==> config.mk <==
export PLATFORM = sky130hd
export DESIGN_NAME = wb_slave_regfile_flat
export DESIGN_NICKNAME = d
export VERILOG_FILES = /design/src/rtl/wb_slave_regfile_pkg.sv /design/src/rtl/wb_slave_regfile_if.sv /design/src/rtl/wb_bytemask_reg.sv /design/src/rtl/wb_slave_regfile.sv /design/src/flat_wrapper.sv
export SDC_FILE = /design/constraint.sdc
export NUM_CORES = 1
export LEC_CHECK = 0
export ABC_AREA = 1
export BUFFER_PORTS_ARGS = -buffer_cell sky130_fd_sc_hd__buf_2
export CAP_MARGIN = 20
export CORE_MARGIN = 8
export CORE_UTILIZATION = 50
export CTS_BUF_LIST = sky130_fd_sc_hd__clkbuf_8
export CTS_CLUSTER_SIZE = 28
export DETAILED_ROUTE_END_ITERATION = 8
export HOLD_SLACK_MARGIN = 0.05
export MAX_ROUTING_LAYER = met4
export PLACE_DENSITY_LB_ADDON = 0.08
export SLEW_MARGIN = 20
export SYNTH_ARGS = -nofsm -noshare
export SYNTH_HDL_FRONTEND = slang
export SYNTH_SLANG_ARGS = --single-unit
export TNS_END_PERCENT = 1
==> constraint.sdc <==
create_clock -name clk_i -period 2.1 [get_ports clk_i]
set_input_delay 0.42 -clock clk_i [delete_from_list [all_inputs] [get_ports clk_i]]
set_output_delay 0.42 -clock clk_i [all_outputs]
set_load 0.05 [all_outputs]
==> src/rtl/wb_slave_regfile_pkg.sv <==
// Shared Wishbone slave definitions: bus widths and FSM state encodings.
// Latency: n/a (declarations only).
// Backpressure: n/a (declarations only).
//
// AW/DW/SELW size the bus, CW sizes the wait-state counter (WAIT_STATES <= 15).
// The state encodings are meant to be reused by later slaves on the same bus.
package wb_slave_regfile_pkg;

    localparam int AW   = 32;
    localparam int DW   = 32;
    localparam int SELW = DW / 8;
    localparam int CW   = 4;

    typedef enum logic [1:0] {
        WB_S_IDLE = 2'd0,
        WB_S_WAIT = 2'd1,
        WB_S_ACK  = 2'd2
    } wb_state_e;

endpackage

==> src/rtl/wb_slave_regfile_if.sv <==
// Wishbone classic single-beat bus between one master and one slave.
// Latency: n/a (wires only).
// Backpressure: the slave stalls the master by withholding s_ack_o / s_err_o.
//
// Signals keep the slave-side port names. s_err_o exists only when
// WB_SLAVE_ERR_EN is defined.
interface wb_slave_regfile_if;
    import wb_slave_regfile_pkg::*;

    logic            s_cyc_i;
    logic            s_stb_i;
    logic            s_we_i;
    logic [AW-1:0]   s_addr_i;
    logic [SELW-1:0] s_sel_i;
    logic [DW-1:0]   s_data_i;
    logic            s_ack_o;
    logic [DW-1:0]   s_data_o;
`ifdef WB_SLAVE_ERR_EN
    logic            s_err_o;
`endif

    modport master (
        output s_cyc_i, s_stb_i, s_we_i, s_addr_i, s_sel_i, s_data_i,
`ifdef WB_SLAVE_ERR_EN
        input  s_err_o,
`endif
        input  s_ack_o, s_data_o
    );

    modport slave (
        input  s_cyc_i, s_stb_i, s_we_i, s_addr_i, s_sel_i, s_data_i,
`ifdef WB_SLAVE_ERR_EN
        output s_err_o,
`endif
        output s_ack_o, s_data_o
    );

endinterface

==> src/rtl/wb_bytemask_reg.sv <==
// One DW-bit register with an independent write enable per byte lane.
// Latency: written lanes visible on rd_dat the cycle after the write edge.
// Backpressure: none; a write is accepted on every edge its lane enable is set.
//
// Ports: clk_i, rst_i (sync, active-high), wr_en (one bit per byte lane),
// wr_dat (write data), rd_dat (current register contents).
module wb_bytemask_reg #(
    parameter int DW   = 32,
    parameter int SELW = DW / 8
) (
    input  logic            clk_i,
    input  logic            rst_i,
    input  logic [SELW-1:0] wr_en,
    input  logic [DW-1:0]   wr_dat,
    output logic [DW-1:0]   rd_dat
);

    always_ff @(posedge clk_i) begin
        if (rst_i) begin
            rd_dat <= '0;
        end else begin
            for (int k = 0; k < SELW; k++) begin
                if (wr_en[k]) begin
                    rd_dat[8*k +: 8] <= wr_dat[8*k +: 8];
                end
            end
        end
    end

endmodule

==> src/rtl/wb_slave_regfile.sv <==
// Wishbone classic slave terminating single-beat transfers on a bank of NREGS registers.
// Latency: ack (or err) high in the cycle after edge E0+WAIT_STATES; WAIT_STATES+1 clocks.
// Backpressure: holds the master with wait states; one transfer per WAIT_STATES+2 cycles.
//
// Ports: clk_i, rst_i (sync, active-high), s (wb_slave_regfile_if.slave: cyc/stb/we/addr/
// sel/data in, registered ack/data out, registered err out with WB_SLAVE_ERR_EN).
// Optional feature macro WB_SLAVE_ERR_EN: an address miss terminates with s_err_o instead
// of s_ack_o, drops the write and leaves s_data_o untouched. Without it a miss is acked,
// writes are ignored and reads return 0.
module wb_slave_regfile
    import wb_slave_regfile_pkg::*;
#(
    parameter logic [AW-1:0] slave_address = '0,
    parameter int            NREGS         = 4,
    parameter int            WAIT_STATES   = 1
) (
    input logic               clk_i,
    input logic               rst_i,
    wb_slave_regfile_if.slave s
);

    localparam int IW = $clog2(NREGS);
    // Counter preload; the WAIT state runs WAIT_STATES cycles counting down to 0.
    localparam logic [CW-1:0] WS_LOAD = (WAIT_STATES == 0) ? '0 : CW'(WAIT_STATES - 1);

    wb_state_e       state_q, state_nxt;
    logic [CW-1:0]   cnt_q, cnt_nxt;
    logic            req, hit, go_ack, wr_hit;
    logic [IW-1:0]   reg_idx;
    logic [DW-1:0]   regs_q [NREGS];
    logic            ack_q;
    logic [DW-1:0]   data_q;

    assign req     = s.s_cyc_i & s.s_stb_i;
    assign hit     = (s.s_addr_i[AW-1:IW] == slave_address[AW-1:IW]);
    assign reg_idx = s.s_addr_i[IW-1:0];
    // The access itself happens on the edge that enters ACK.
    assign wr_hit  = go_ack & s.s_we_i & hit;

    always_ff @(posedge clk_i) begin
        if (rst_i) begin
            state_q <= WB_S_IDLE;
            cnt_q   <= '0;
        end else begin
            state_q <= state_nxt;
            cnt_q   <= cnt_nxt;
        end
    end

    always_comb begin
        state_nxt = state_q;
        cnt_nxt   = cnt_q;
        go_ack    = 1'b0;
        case (state_q)
            WB_S_IDLE: begin
                if (req) begin
                    if (WAIT_STATES == 0) begin
                        state_nxt = WB_S_ACK;
                        go_ack    = 1'b1;
                    end else begin
                        cnt_nxt   = WS_LOAD;
                        state_nxt = WB_S_WAIT;
                    end
                end
            end
            WB_S_WAIT: begin
                if (!req) begin
                    // Master gave up: abort with no access and no termination.
                    state_nxt = WB_S_IDLE;
                end else if (cnt_q == '0) begin
                    state_nxt = WB_S_ACK;
                    go_ack    = 1'b1;
                end else begin
                    cnt_nxt = cnt_q - 1'b1;
                end
            end
            WB_S_ACK:  state_nxt = WB_S_IDLE;
            default:   state_nxt = WB_S_IDLE;
        endcase
    end

    for (genvar g = 0; g < NREGS; g++) begin : g_reg
        logic [SELW-1:0] lane_we;
        assign lane_we = (wr_hit && reg_idx == IW'(g)) ? s.s_sel_i : '0;

        wb_bytemask_reg #(
            .DW   (DW),
            .SELW (SELW)
        ) u_reg (
            .clk_i  (clk_i),
            .rst_i  (rst_i),
            .wr_en  (lane_we),
            .wr_dat (s.s_data_i),
            .rd_dat (regs_q[g])
        );
    end

`ifdef WB_SLAVE_ERR_EN
    logic err_q;

    always_ff @(posedge clk_i) begin
        if (rst_i) begin
            ack_q  <= 1'b0;
            err_q  <= 1'b0;
            data_q <= '0;
        end else begin
            ack_q <= go_ack & hit;
            err_q <= go_ack & ~hit;
            // A missed read keeps the previous read data.
            if (go_ack && !s.s_we_i && hit) begin
                data_q <= regs_q[reg_idx];
            end
        end
    end

    assign s.s_err_o = err_q;
`else
    always_ff @(posedge clk_i) begin
        if (rst_i) begin
            ack_q  <= 1'b0;
            data_q <= '0;
        end else begin
            ack_q <= go_ack;
            if (go_ack && !s.s_we_i) begin
                data_q <= hit ? regs_q[reg_idx] : '0;
            end
        end
    end
`endif

    assign s.s_ack_o  = ack_q;
    assign s.s_data_o = data_q;

endmodule

==> src/flat_wrapper.sv <==
// flat-port wrapper written by rule: the top's interface ports become plain ports
module wb_slave_regfile_flat import wb_slave_regfile_pkg::*;
#(
    parameter logic [AW-1:0] slave_address = '0,
    parameter int            NREGS         = 4,
    parameter int            WAIT_STATES   = 1
)
  (clk_i, rst_i, s_s_cyc_i, s_s_stb_i, s_s_we_i, s_s_addr_i, s_s_sel_i, s_s_data_i, s_s_ack_o, s_s_data_o);
  wb_slave_regfile_if s_i ();
  input logic clk_i;
  input logic rst_i;
  input wire logic [$bits(s_i.s_cyc_i)-1:0] s_s_cyc_i;
  input wire logic [$bits(s_i.s_stb_i)-1:0] s_s_stb_i;
  input wire logic [$bits(s_i.s_we_i)-1:0] s_s_we_i;
  input wire logic [$bits(s_i.s_addr_i)-1:0] s_s_addr_i;
  input wire logic [$bits(s_i.s_sel_i)-1:0] s_s_sel_i;
  input wire logic [$bits(s_i.s_data_i)-1:0] s_s_data_i;
  output wire logic [$bits(s_i.s_ack_o)-1:0] s_s_ack_o;
  output wire logic [$bits(s_i.s_data_o)-1:0] s_s_data_o;
  assign s_i.s_cyc_i = s_s_cyc_i;
  assign s_i.s_stb_i = s_s_stb_i;
  assign s_i.s_we_i = s_s_we_i;
  assign s_i.s_addr_i = s_s_addr_i;
  assign s_i.s_sel_i = s_s_sel_i;
  assign s_i.s_data_i = s_s_data_i;
  assign s_s_ack_o = s_i.s_ack_o;
  assign s_s_data_o = s_i.s_data_o;
  wb_slave_regfile #(.slave_address(slave_address), .NREGS(NREGS), .WAIT_STATES(WAIT_STATES)) u_core (.clk_i(clk_i), .rst_i(rst_i), .s(s_i));
endmodule
# [Yosys cells after proc, flatten, opt, wreduce, memory -nomap -nowiden]
# Index checks and enable logic that the tools add are counted.
[classes] order_cmp=1 shifts=0 reduce_logical=13 mux=19 bitwise_logic=4 div=0 n_mul=0 eq_ne=8 addsub=1
[op_table] op="32-bit two-way mux" count=3
[op_table] op="32-bit binary-select mux with 2-bit select" count=1
[op_table] op="30-bit logical NOT" count=1
[op_table] op="4-bit two-way mux" count=7
[op_table] op="4-bit one-hot mux with 2 select lines" count=1
[op_table] op="2-bit two-way mux" count=3
[op_table] op="1-bit logical AND" count=5
[op_table] op="2-bit by 1-bit equality test with 1-bit output, second input constant" count=2
[op_table] op="2-bit equality test, second input constant" count=2
[op_table] op="2-bit logical NOT" count=2
[op_table] op="4-bit logical NOT" count=1
[op_table] op="2-bit by 1-bit != test with 1-bit output, second input constant" count=2
[op_table] op="2-bit one-hot mux with 2 select lines" count=1
[op_table] op="4-bit AND reduction" count=1
[op_table] op="4-bit by 1-bit subtractor with 4-bit output, second input constant" count=1
[op_table] op="1-bit AND" count=3
[op_table] op="3-bit greater-or-equal comparator, second input constant" count=1
[op_table] op="1-bit two-way mux" count=3
[op_table] op="3-bit != test, second input constant" count=1
[op_table] op="2-bit inverter with 3-bit output" count=1
[op_table] op="2-bit != test, second input constant" count=1
[op_table] op="2-bit AND reduction" count=1
[op_table] op="2-bit nonzero test" count=1
[op_table] op="1-bit logical NOT" count=1
[totals] ramBits=0 latch_bits=0 inputBits=73 mem_count=0 out_inout_bits=33 rom_bits=0 register_bits=167

# [Logic depth before layout (Yosys ltp)]
# Gate-level depths: netlist of run 1.
[logic_depth] ltp_word=8 depth_mapped=12 mapped_depth_nobuf=10

# [By module]
# Synthesis of run 1 repeated with hierarchy kept, for this count alone.
[hier_totals] hier_cells=1343 hier_area_um2=8541.9
[modules_own_cells] mod="wb_bytemask_reg" instances=4 cells_each=204 seq_area_each_um2=640.6 area_each_um2=1403.8
[modules_own_cells] mod="wb_slave_regfile" instances=1 cells_each=527 seq_area_each_um2=780.7 area_each_um2=2926.6

# [Worst setup path before layout of run 1]
# OpenSTA, ideal clock, no wires.
[synth_timing] kind="flip-flop to flip-flop" from="register u_core.cnt_q[0]" to="register u_core.g_reg[0].u_reg.rd_dat[0]" n_path_buf=2 setup_time_ns=0.113 t_arrival_ns=1.669 path_stages_with_launch=12 t_required_ns=1.987 synth_period_minus_slack_ns=1.782 setup_slack_ns=0.318 path_cell_list="dfxtp_1 inv_1 ha_1 inv_1 nor2_2 nand3_4 nor2_8 buf_12 nand4_4 buf_6 nor2_1 nor2_1"
[synth_between] elab_chain_len=8
[synth_rtl] element="start: declaration" line="wb_slave_regfile.sv:27" text="logic [CW-1:0] cnt_q, cnt_nxt;"
[synth_rtl] element="start signal: assignment" line="wb_slave_regfile.sv:46" text="cnt_q <= cnt_nxt;"
[synth_rtl] element="4-bit logical NOT" line="wb_slave_regfile.sv:70" text="end else if (cnt_q == '0) begin"
[synth_rtl] element="1-bit two-way mux" line="wb_slave_regfile.sv:70"
[synth_rtl] element="1-bit two-way mux" line="wb_slave_regfile.sv:67" text="if (!req) begin"
[synth_rtl] element="1-bit two-way mux" line="wb_slave_regfile.sv:54" text="case (state_q)"
[synth_rtl] element="1-bit AND (2 in series)" line="wb_slave_regfile.sv:38" text="assign wr_hit = go_ack & s.s_we_i & hit;"
[synth_rtl] element="1-bit logical AND" line="wb_slave_regfile.sv:84" text="assign lane_we = (wr_hit && reg_idx == IW'(g)) ? s.s_sel_i : '0;"
[synth_rtl] element="4-bit two-way mux" line="wb_slave_regfile.sv:84"
[synth_rtl] element="end signal: indexed assignment" line="wb_bytemask_reg.sv:24" text="rd_dat[8*k +: 8] <= wr_dat[8*k +: 8];"
[synth_rtl] element="end: declaration" line="wb_bytemask_reg.sv:15" text="output logic [DW-1:0] rd_dat"
# Every way passes these cells.
# A chain may end at the register's enable or synchronous reset.

# [Worst setup path in the final report of run 1]
[layout_timing] from="register u_core.cnt_q[0]" to="register u_core.g_reg[2].u_reg.rd_dat[0]"
[layout_between] elab_chain_len=8
[layout_rtl] element="4-bit logical NOT" line="wb_slave_regfile.sv:70"
[layout_rtl] element="1-bit two-way mux" line="wb_slave_regfile.sv:70"
[layout_rtl] element="1-bit two-way mux" line="wb_slave_regfile.sv:67"
[layout_rtl] element="1-bit two-way mux" line="wb_slave_regfile.sv:54"
[layout_rtl] element="1-bit AND (2 in series)" line="wb_slave_regfile.sv:38"
[layout_rtl] element="1-bit logical AND" line="wb_slave_regfile.sv:84"
[layout_rtl] element="4-bit two-way mux" line="wb_slave_regfile.sv:84"
[layout_rtl] element="end signal: indexed assignment" line="wb_bytemask_reg.sv:24"
[layout_rtl] element="end: declaration" line="wb_bytemask_reg.sv:15"
# Every way passes these cells.

==> results of run 1 <==
## synth_stat cells, drive strengths merged, types with 2 or more instances
cell and number:
nand2 272, ha 2, nand3 2, o22ai 64, clkbuf 27, a21oi 35, nand4 16, nor3 3
inv 140, o21ai 66, nor2 284, dfxtp 167, buf 30
## flip-flops by register name, summed over array words and instances, names as in the netlist
name / count
u_core.cnt_q: 4
u_core.g.u_reg.rd_dat: 128
u_core.s.s_ack_o: 1
u_core.s.s_data_o: 32
u_core.state_q: 2
## layer usage
metal | global-route usage, % | wire, um | vias up
met5 | - | 0 | -
met4 | 5.83 | 208 | 0
met3 | 4.51 | 848 | 20
met2 | 32.1 | 8750 | 151
met1 | 25.2 | 8950 | 3135
li1 | - | - | 3623
## per-stage QoR
step / setup WS (ns) / instances
floorplan: 0.318 / 1113
global placement: 0.142 / 1371
detailed placement: 0.118 / 1371
CTS: 0.137 / 1401
global route: -0.0000386 / 1403
finish: 0.207 / 1403
## final cells by class
cell class                 instances  share of cell area (%)
inverter                         140                    5.99
clock inverter                    10                    1.75
tap                              188                    2.67
multi-input combinational        749                    39.4
timing repair buffer             127                    9.06
sequential                       167                    37.9
antenna                            2                  0.0568
clock buffer                      20                    3.12
## worst reg2reg max path: stages (launching register included)
cell,delay (ns)
dfxtp_1,0.33
inv_1,0.10
ha_1,0.15
inv_1,0.04
nor2_2,0.14
nand3_4,0.15
nor2_8,0.15
buf_12,0.18
nand4_4,0.26
nand2_1,0.16
nand2_1,0.07
nor2_1,0.10
## path summary, 6_finish.rpt
kind / endpoint / slack (ns) / depth (start not counted)
worst max-delay path: u_core.g_reg[2].u_reg.rd_dat[0] / 0.21 / 11
worst min-delay path: u_core.g_reg[0].u_reg.rd_dat[11] / 0.24 / 3
worst max register to register: u_core.g_reg[2].u_reg.rd_dat[0] / 0.21 / 11
worst min register to register: u_core.cnt_q[3] / 0.51 / 2
## cells by family after synthesis
group	count (synthesis)	share of synthesized area, %
compound gates	166	11.9
xor+xnor	2	0.229
flops	167	43.6
buf+inv	197	11.2
simple gates	579	32.7
fa+ha+maj	2	0.327
## report_power, final
part | internal [uW] | switching [uW] | leakage, uW | total [uW]
logic | 111 | 245 | 0.00296 | 356
registers | 3170 | 6.61 | 0.00135 | 3180
clock network | 1370 | 1130 | 0.000223 | 2500
==> reports/qor.csv, run 1 <==
stage;metric;value;unit
grt;largest net degree at the start of global routing;58;
route;Final ANT Viol Nets;0;
route;drt drc;0;
worst_setup_path;critical path class;reg -> reg;
worst_setup_path;CP max-delay cell;dfxtp_1;
floorplan;Initial Util;50.8;%
worst_setup_path;Critical Path Source;u_core.cnt_q[0];
sta;Slew Limit Fails;0;
floorplan;Core Footprint;15100;sq um
synth;Post-Synthesis Cells;1113;
floorplan;Die X;140;um
sta;count of final setup violators;0;
final_layout;final instance area;8810;sq um
worst_setup_path;CP max FO;16;
cts;total CTS buffers;17;
final_layout;FILL cells;1452;
sta;Slew HR;75.2;%
route;DR iter-0 viols;515;
floorplan;Die Y;140;um
route;vias per cell;4.94;
synth;share of the synthesized area in the top cell type;43.6;%
synth;Cell Area, Synth;7660;sq um
grt;GRT Util Overall;20.1;%
worst_setup_path;CP Capture Type;flip-flop;
grt;grt total ovfl;0;
worst_setup_path;CP Data Arrival Time;2.27;ns
worst_setup_path;Cell Chain, Critical Path;inv_1, ha_1, inv_1, nor2_2, nand3_4, nor2_8, buf_12, nand4_4, nand2_1, nand2_1, nor2_1;
route;Avg WL per Cell;13.4;um
worst_setup_path;CP bufs+invs;3;
final_layout;Sequential Area;3340;sq um
sta;Worst Tran Pin Value;0.372;ns
power;Max VDD drop;482;uV
cts;H-tree Lvls;4;
placed_design;DP Wirelength;12600;um
cts;clock slew seen by the registers of the worst setup and hold paths;0.08;ns
sta;total negative slack;0;ns
sta;RSZ-0062 raised after global routing;yes;
sta;min Tclk post-route;1.89;ns
synth;Ys Warns;0;
cts;CTS hold repair buffers;0;
synth;async set-reset flop share out of synthesis;0;%
power;Power Dens Cells;685;nW/um^2
synth;Synth Register Bits;167;
job;Max Cap Violations;0;
final_layout;Final Util;58.4;%
grt;vias in the first global route;6409;
final_layout;most frequent cells in the layout;nor2_1 (278), nand2_1 (271), dfxtp_1 (167);
worst_setup_path;Worst path top cell family by delay;simple AND/OR/NAND/NOR gates;
synth;Synth area leader;dfxtp_1;
synth;EDFF count, synth;0;
worst_setup_path;Worst Path Required;2.48;ns
sta;final hold violations;0;
grt;first-pass GRT wire length;31600;um
placed_design;I/O Buffers;105;
cts;CTS tree;done;
cts;Post-CTS Setup Bufs;0;
cts;CTS sink count;167;
route;total number of vias;6929;
synth;Yosys cell types;28;
cts;root buffer cell;clkbuf_8;
final_layout;multi-input logic area;3470;sq um
final_layout;most common cell after layout, fill and taps aside;nor2_1;
synth;syn avg cell area;6.88;sq um
sta;crit share post-route;90.1;%
sta;hold slack;0.244;ns
worst_setup_path;CP peak stage delay;0.33;ns
placed_design;placed inst area;8370;sq um
route;Pre-Repair DR Iteration Count;5;
floorplan;num ports;106;
min_path;hold_sp;s_s_data_i[11];
final_layout;nets;1277;
final_layout;Layout area overhead;15.0;%
synth;share of the yosys chip area belonging to registers;43.6;%
power;Tot Pwr;6030;uW
synth;Top FF cell, synth;dfxtp_1;
min_path;HP Class;in -> reg;
placed_design;placer's final routability congestion estimate;0.766;
grt;initial antenna violation count;2;
worst_setup_path;reg2reg start;u_core.cnt_q[0];
synth;largest cells by area after synthesis;dfxtp_1 (44%), nor2_1 (14%), nand2_1 (13%);
sta;final setup skew;0.0122;ns
route;Routed Wire Length;18800;um
cts;Post-CTS Resized;0;
final_layout;share of layout cells above drive strength 1;14.9;%
outcome;status;finished, final reports clean;
power;Pleak;0.00453;uW
synth;syn_nets;1188;
floorplan;Rows;45;
floorplan;Die ar.;19500;sq um
cts;CTS Buffer Depth;2;
cts;clock latency on the worst-skew pair;0.45;ns
sta;fmax;0.528;GHz
worst_setup_path;CP Launch Type;flip-flop;
Power figures use the tool's default switching activity.
==> run 2: changes to the inputs <==
Settings changed: SETUP_SLACK_MARGIN from default to 0.5.
==> reports/qor.csv, run 2 (synthesis gave the netlist of run 1 again) <==
stage;metric;value;unit
final_layout;share of layout cells above drive strength 1;17.4;%
worst_setup_path;Worst path top cell family by delay;simple AND/OR/NAND/NOR gates;
min_path;HP Class;in -> reg;
placed_design;DP Wirelength;12500;um
floorplan;num ports;106;
worst_setup_path;CP Data Arrival Time;2.25;ns
worst_setup_path;CP max-delay cell;dfxtp_2;
grt;GRT Util Overall;22.6;%
sta;final setup skew;0.0112;ns
placed_design;dpl ws;0.0622;ns
final_layout;FILL cells;1417;
cts;CTS Buffer Depth;2;
job;Max Cap Violations;0;
floorplan;Die X;140;um
sta;RSZ-0062 raised after global routing;yes;
final_layout;Top reg by flops;u_core.g.u_reg.rd_dat;
floorplan;Core Footprint;15100;sq um
worst_setup_path;CP max FO;8;
power;Power Dens Cells;655;nW/um^2
sta;Slew Limit Fails;0;
route;Final ANT Viol Nets;0;
placed_design;placer's final routability congestion estimate;0.777;
grt;first-pass GRT wire length;35100;um
cts;CTS tree;done;
final_layout;Post-Layout Cell Count;1431;
cts;CTS hold repair buffers;0;
worst_setup_path;CP bufs+invs;5;
floorplan;Die Y;140;um
worst_setup_path;CP Capture Type;flip-flop;
route;DR iter-0 viols;506;
grt;grt total ovfl;0;
worst_setup_path;Cell Chain, Critical Path;inv_2, ha_4, inv_2, nor2_4, nand3_4, nor2_8, buf_6, buf_12, buf_16, nand4_4, nand2_1, nand2_1, nor2_1;
sta;post-route setup slack;0.250;ns
sta;crit share post-route;88.1;%
placed_design;placed cells;1369;
cts;root buffer cell;clkbuf_8;
final_layout;nets;1302;
sta;total negative slack;0;ns
final_layout;multi-input logic area;3680;sq um
final_layout;most common cell after layout, fill and taps aside;nor2_1;
route;total number of vias;7167;
final_layout;most frequent cells in the layout;nor2_1 (278), nand2_1 (271), dfxtp_1 (165);
worst_setup_path;critical path class;reg -> reg;
placed_design;placed inst area;8350;sq um
sta;final hold violations;0;
cts;H-tree Lvls;4;
worst_setup_path;CP peak stage delay;0.34;ns
route;Routed Wire Length;20900;um
sta;fmax;0.541;GHz
worst_setup_path;Worst Path Required;2.50;ns
final_layout;final instance area;9300;sq um
grt;initial antenna violation count;2;
cts;total CTS buffers;17;
cts;CTS sink count;167;
route;Avg WL per Cell;14.6;um
final_layout;Sequential Area;3350;sq um
sta;count of final setup violators;0;
cts;clock slew seen by the registers of the worst setup and hold paths;0.09;ns
power;Max VDD drop;820;uV
sta;Slew HR;43.0;%
placed_design;I/O Buffers;105;
outcome;status;finished, final reports clean;
route;Pre-Repair DR Iteration Count;5;
sta;Worst Tran Pin Value;0.853;ns
floorplan;Die ar.;19500;sq um
route;drt drc;0;
power;Pleak;0.00481;uW
floorplan;Rows;45;
cts;clock latency on the worst-skew pair;0.47;ns
route;vias per cell;5.01;
grt;vias in the first global route;6896;
final_layout;Layout area overhead;21.4;%
floorplan;Initial Util;50.8;%
worst_setup_path;CP Launch Type;flip-flop;
sta;min Tclk post-route;1.85;ns
final_layout;max FFs per register;128;
grt;largest net degree at the start of global routing;65;
sta;hold slack;0.214;ns
## run 2: cell types whose count changed in the layout (fill, tap and decap cells not counted), moves of 3 or more
cell and delta:
inv_1 -5, inv_2 +3, buf_4 +6, buf_16 +5, nand4_4 +9, buf_12 +5, clkinv_2 +4
## run 2: metrics by stage
step           util [%]  power, uW
2_1_floorplan         -       3430
3_3_place_gp       55.3       3610
3_5_place_dp       55.3       3610
4_1_cts            61.6       6130
5_1_grt            61.6       6280
6_report           61.7       6090
## run 2: path summary, 6_finish.rpt
path / from / slack [ns] / to / cells past startpoint
setup reg to reg: u_core.cnt_q[1] / 0.25 / u_core.g_reg[2].u_reg.rd_dat[14] / 13
setup / recovery: u_core.cnt_q[1] / 0.25 / u_core.g_reg[2].u_reg.rd_dat[14] / 13
hold / removal: rst_i / 0.21 / u_core.s.s_ack_o / 2
hold reg to reg: u_core.state_q[0] / 0.51 / u_core.cnt_q[3] / 2
## run 2: metal layers
metal	share of wire, %	GRT usage (%)	up-vias	wire [um]
li1	-	-	3721	-
met3	4.5	4.99	31	944
met1	47	28.0	3260	9730
met2	47	36.1	155	9850
met5	0	-	-	0
met4	1.6	7.37	0	344
## run 2: power breakdown
| part | internal (uW) | total (uW) | switching, uW |
|---|---|---|---|
| clock | 1310 | 2520 | 1210 |
| combinational | 115 | 387 | 272 |
| sequential | 3180 | 3180 | 7.26 |
## run 2: cell type report
cell class / instances / area share (%)
Timing Repair Buffer: 143 / 11.6
Tap cell: 188 / 2.53
Multi-Input combinational cell: 758 / 39.6
Antenna cell: 3 / 0.0807
Inverter: 140 / 5.68
Clock inverter: 14 / 1.95
Clock buffer: 18 / 2.66
Sequential cell: 167 / 36.0
## run 2: repair_timing
action | in CTS | in global routing
gates resized for setup | 15 | 1
endpoints found under the setup margin | 135 | 161
gates cloned | 13 | 0
pin swaps | 18 | 0
buffers inserted | 14 | 0
==> run 3: changes to the inputs <==
Settings changed: MAX_ROUTING_LAYER met4 to default.
==> reports/qor.csv, run 3 (synthesis gave the netlist of run 1 again) <==
stage;metric;value;unit
outcome;status;finished, final reports clean;
grt;first-pass GRT wire length;35100;um
power;Power Dens Cells;654;nW/um^2
placed_design;DP Wirelength;12500;um
power;Max VDD drop;808;uV
min_path;HP Class;in -> reg;
placed_design;dpl ws;0.0622;ns
power;clock share of power;41.3;%
floorplan;Die X;140;um
route;total number of vias;7165;
route;Pre-Repair DR Iteration Count;7;
sta;final setup skew;0.0123;ns
cts;CTS hold repair buffers;0;
final_layout;Layout area overhead;21.4;%
worst_setup_path;Worst path top cell family by delay;simple AND/OR/NAND/NOR gates;
grt;grt total ovfl;0;
worst_setup_path;CP max FO;8;
grt;initial antenna violation count;2;
worst_setup_path;CP max-delay cell;dfxtp_2;
job;Max Cap Violations;0;
final_layout;max FFs per register;128;
grt;vias in the first global route;6892;
route;vias per cell;5.01;
sta;count of final setup violators;0;
worst_setup_path;CP Capture Type;flip-flop;
route;Routed Wire Length;21000;um
cts;total CTS buffers;17;
floorplan;Initial Util;50.8;%
sta;crit share post-route;88.0;%
worst_setup_path;CP Data Arrival Time;2.25;ns
sta;RSZ-0062 raised after global routing;yes;
final_layout;nets;1302;
route;DR iter-0 viols;474;
sta;Worst Tran Pin Value;0.854;ns
power;net switching power;1480;uW
power;switching share of power;24.3;%
placed_design;I/O Buffers;105;
cts;CTS sink count;167;
grt;GRT Util Overall;22.0;%
sta;hold slack;0.217;ns
route;Avg WL per Cell;14.7;um
worst_setup_path;CP peak stage delay;0.34;ns
power;Int Pwr;4600;uW
final_layout;share of layout cells above drive strength 1;17.4;%
floorplan;Die Y;140;um
worst_setup_path;Cell Chain, Critical Path;inv_2, ha_4, inv_2, nor2_4, nand3_4, nor2_8, buf_6, buf_12, buf_16, nand4_4, nand2_1, nand2_1, nor2_1;
sta;total negative slack;0;ns
power;Comb pwr share;6.4;%
sta;fmax;0.541;GHz
cts;CTS Buffer Depth;2;
floorplan;Core Footprint;15100;sq um
sta;min Tclk post-route;1.85;ns
grt;largest net degree at the start of global routing;65;
floorplan;Rows;45;
route;drt drc;0;
power;Pleak;0.00481;uW
worst_setup_path;Worst Path Required;2.50;ns
worst_setup_path;CP Launch Type;flip-flop;
final_layout;FILL cells;1418;
sta;Slew Limit Fails;0;
power;Seq pwr share;52.3;%
floorplan;Die ar.;19500;sq um
floorplan;num ports;106;
worst_setup_path;CP bufs+invs;5;
cts;H-tree Lvls;4;
placed_design;placer's final routability congestion estimate;0.767;
final_layout;Top reg by flops;u_core.g.u_reg.rd_dat;
cts;CTS tree;done;
worst_setup_path;R2R Setup Slk;0.25;ns
cts;root buffer cell;clkbuf_8;
route;Final ANT Viol Nets;0;
cts;clock slew seen by the registers of the worst setup and hold paths;0.09;ns
sta;post-route setup slack;0.251;ns
final_layout;most common cell after layout, fill and taps aside;nor2_1;
worst_setup_path;critical path class;reg -> reg;
sta;Slew HR;43.0;%
final_layout;most frequent cells in the layout;nor2_1 (278), nand2_1 (271), dfxtp_1 (165);
cts;clock latency on the worst-skew pair;0.47;ns
sta;final hold violations;0;
-- run 3: cell types whose count changed in the layout (fill, tap and decap cells not counted), sizes merged --
cell,previous run,this run
diode,3,2
-- run 3: what timing repair did --
item	in CTS	in global routing
pin swaps	18	0
endpoints found under the setup margin	135	161
setup buffers	14	0
resized for setup	15	1
cloned	13	0
-- run 3: worst paths after layout --
check,to,start,cells past startpoint
max,u_core.g_reg[2].u_reg.rd_dat[14],u_core.cnt_q[1],13
min,u_core.s.s_ack_o,rst_i,2
max reg2reg,u_core.g_reg[2].u_reg.rd_dat[14],u_core.cnt_q[1],13
min reg2reg,u_core.cnt_q[3],u_core.state_q[0],2
-- run 3: layer usage --
| metal | GRT usage, % | vias to the layer above | wire [um] |
|---|---|---|---|
| met4 | 6.69 | 2 | 302 |
| met3 | 5.47 | 24 | 1040 |
| met2 | 36.0 | 147 | 9900 |
| li1 | - | 3718 | - |
| met1 | 28.0 | 3274 | 9710 |
| met5 | 0 | - | 10 |
-- run 3: power groups by stage --
stage	Clock, uW	Combinational, uW	Sequential [uW]
3_3_place_gp	0	357	3260
6_report	2510	387	3180
3_5_place_dp	0	355	3260
4_1_cts	2560	386	3180
5_1_grt	2680	418	3190
2_1_floorplan	0	146	3280
-- run 3: area by class of cell --
class / instances / area, sq um / share of cell area (%)
antenna: 2 / 5.00 / 0.0538
clock buffer: 18 / 248 / 2.66
clock inverter: 14 / 181 / 1.95
inverter: 140 / 528 / 5.68
multi-input combinational: 758 / 3680 / 39.6
sequential: 167 / 3350 / 36.0
tap: 188 / 235 / 2.53
timing repair buffer: 143 / 1080 / 11.6
-- run 3: through the flow --
step                util (%)  instances  power [uW]  cell area, sq um
finish                  61.6       1430        6080              9300
CTS                     61.6       1428        6130              9290
floorplan                  -       1113        3430              7680
detailed placement      55.3       1369        3610              8350
global placement        55.3       1369        3610              8350
global route            61.6       1429        6280              9300
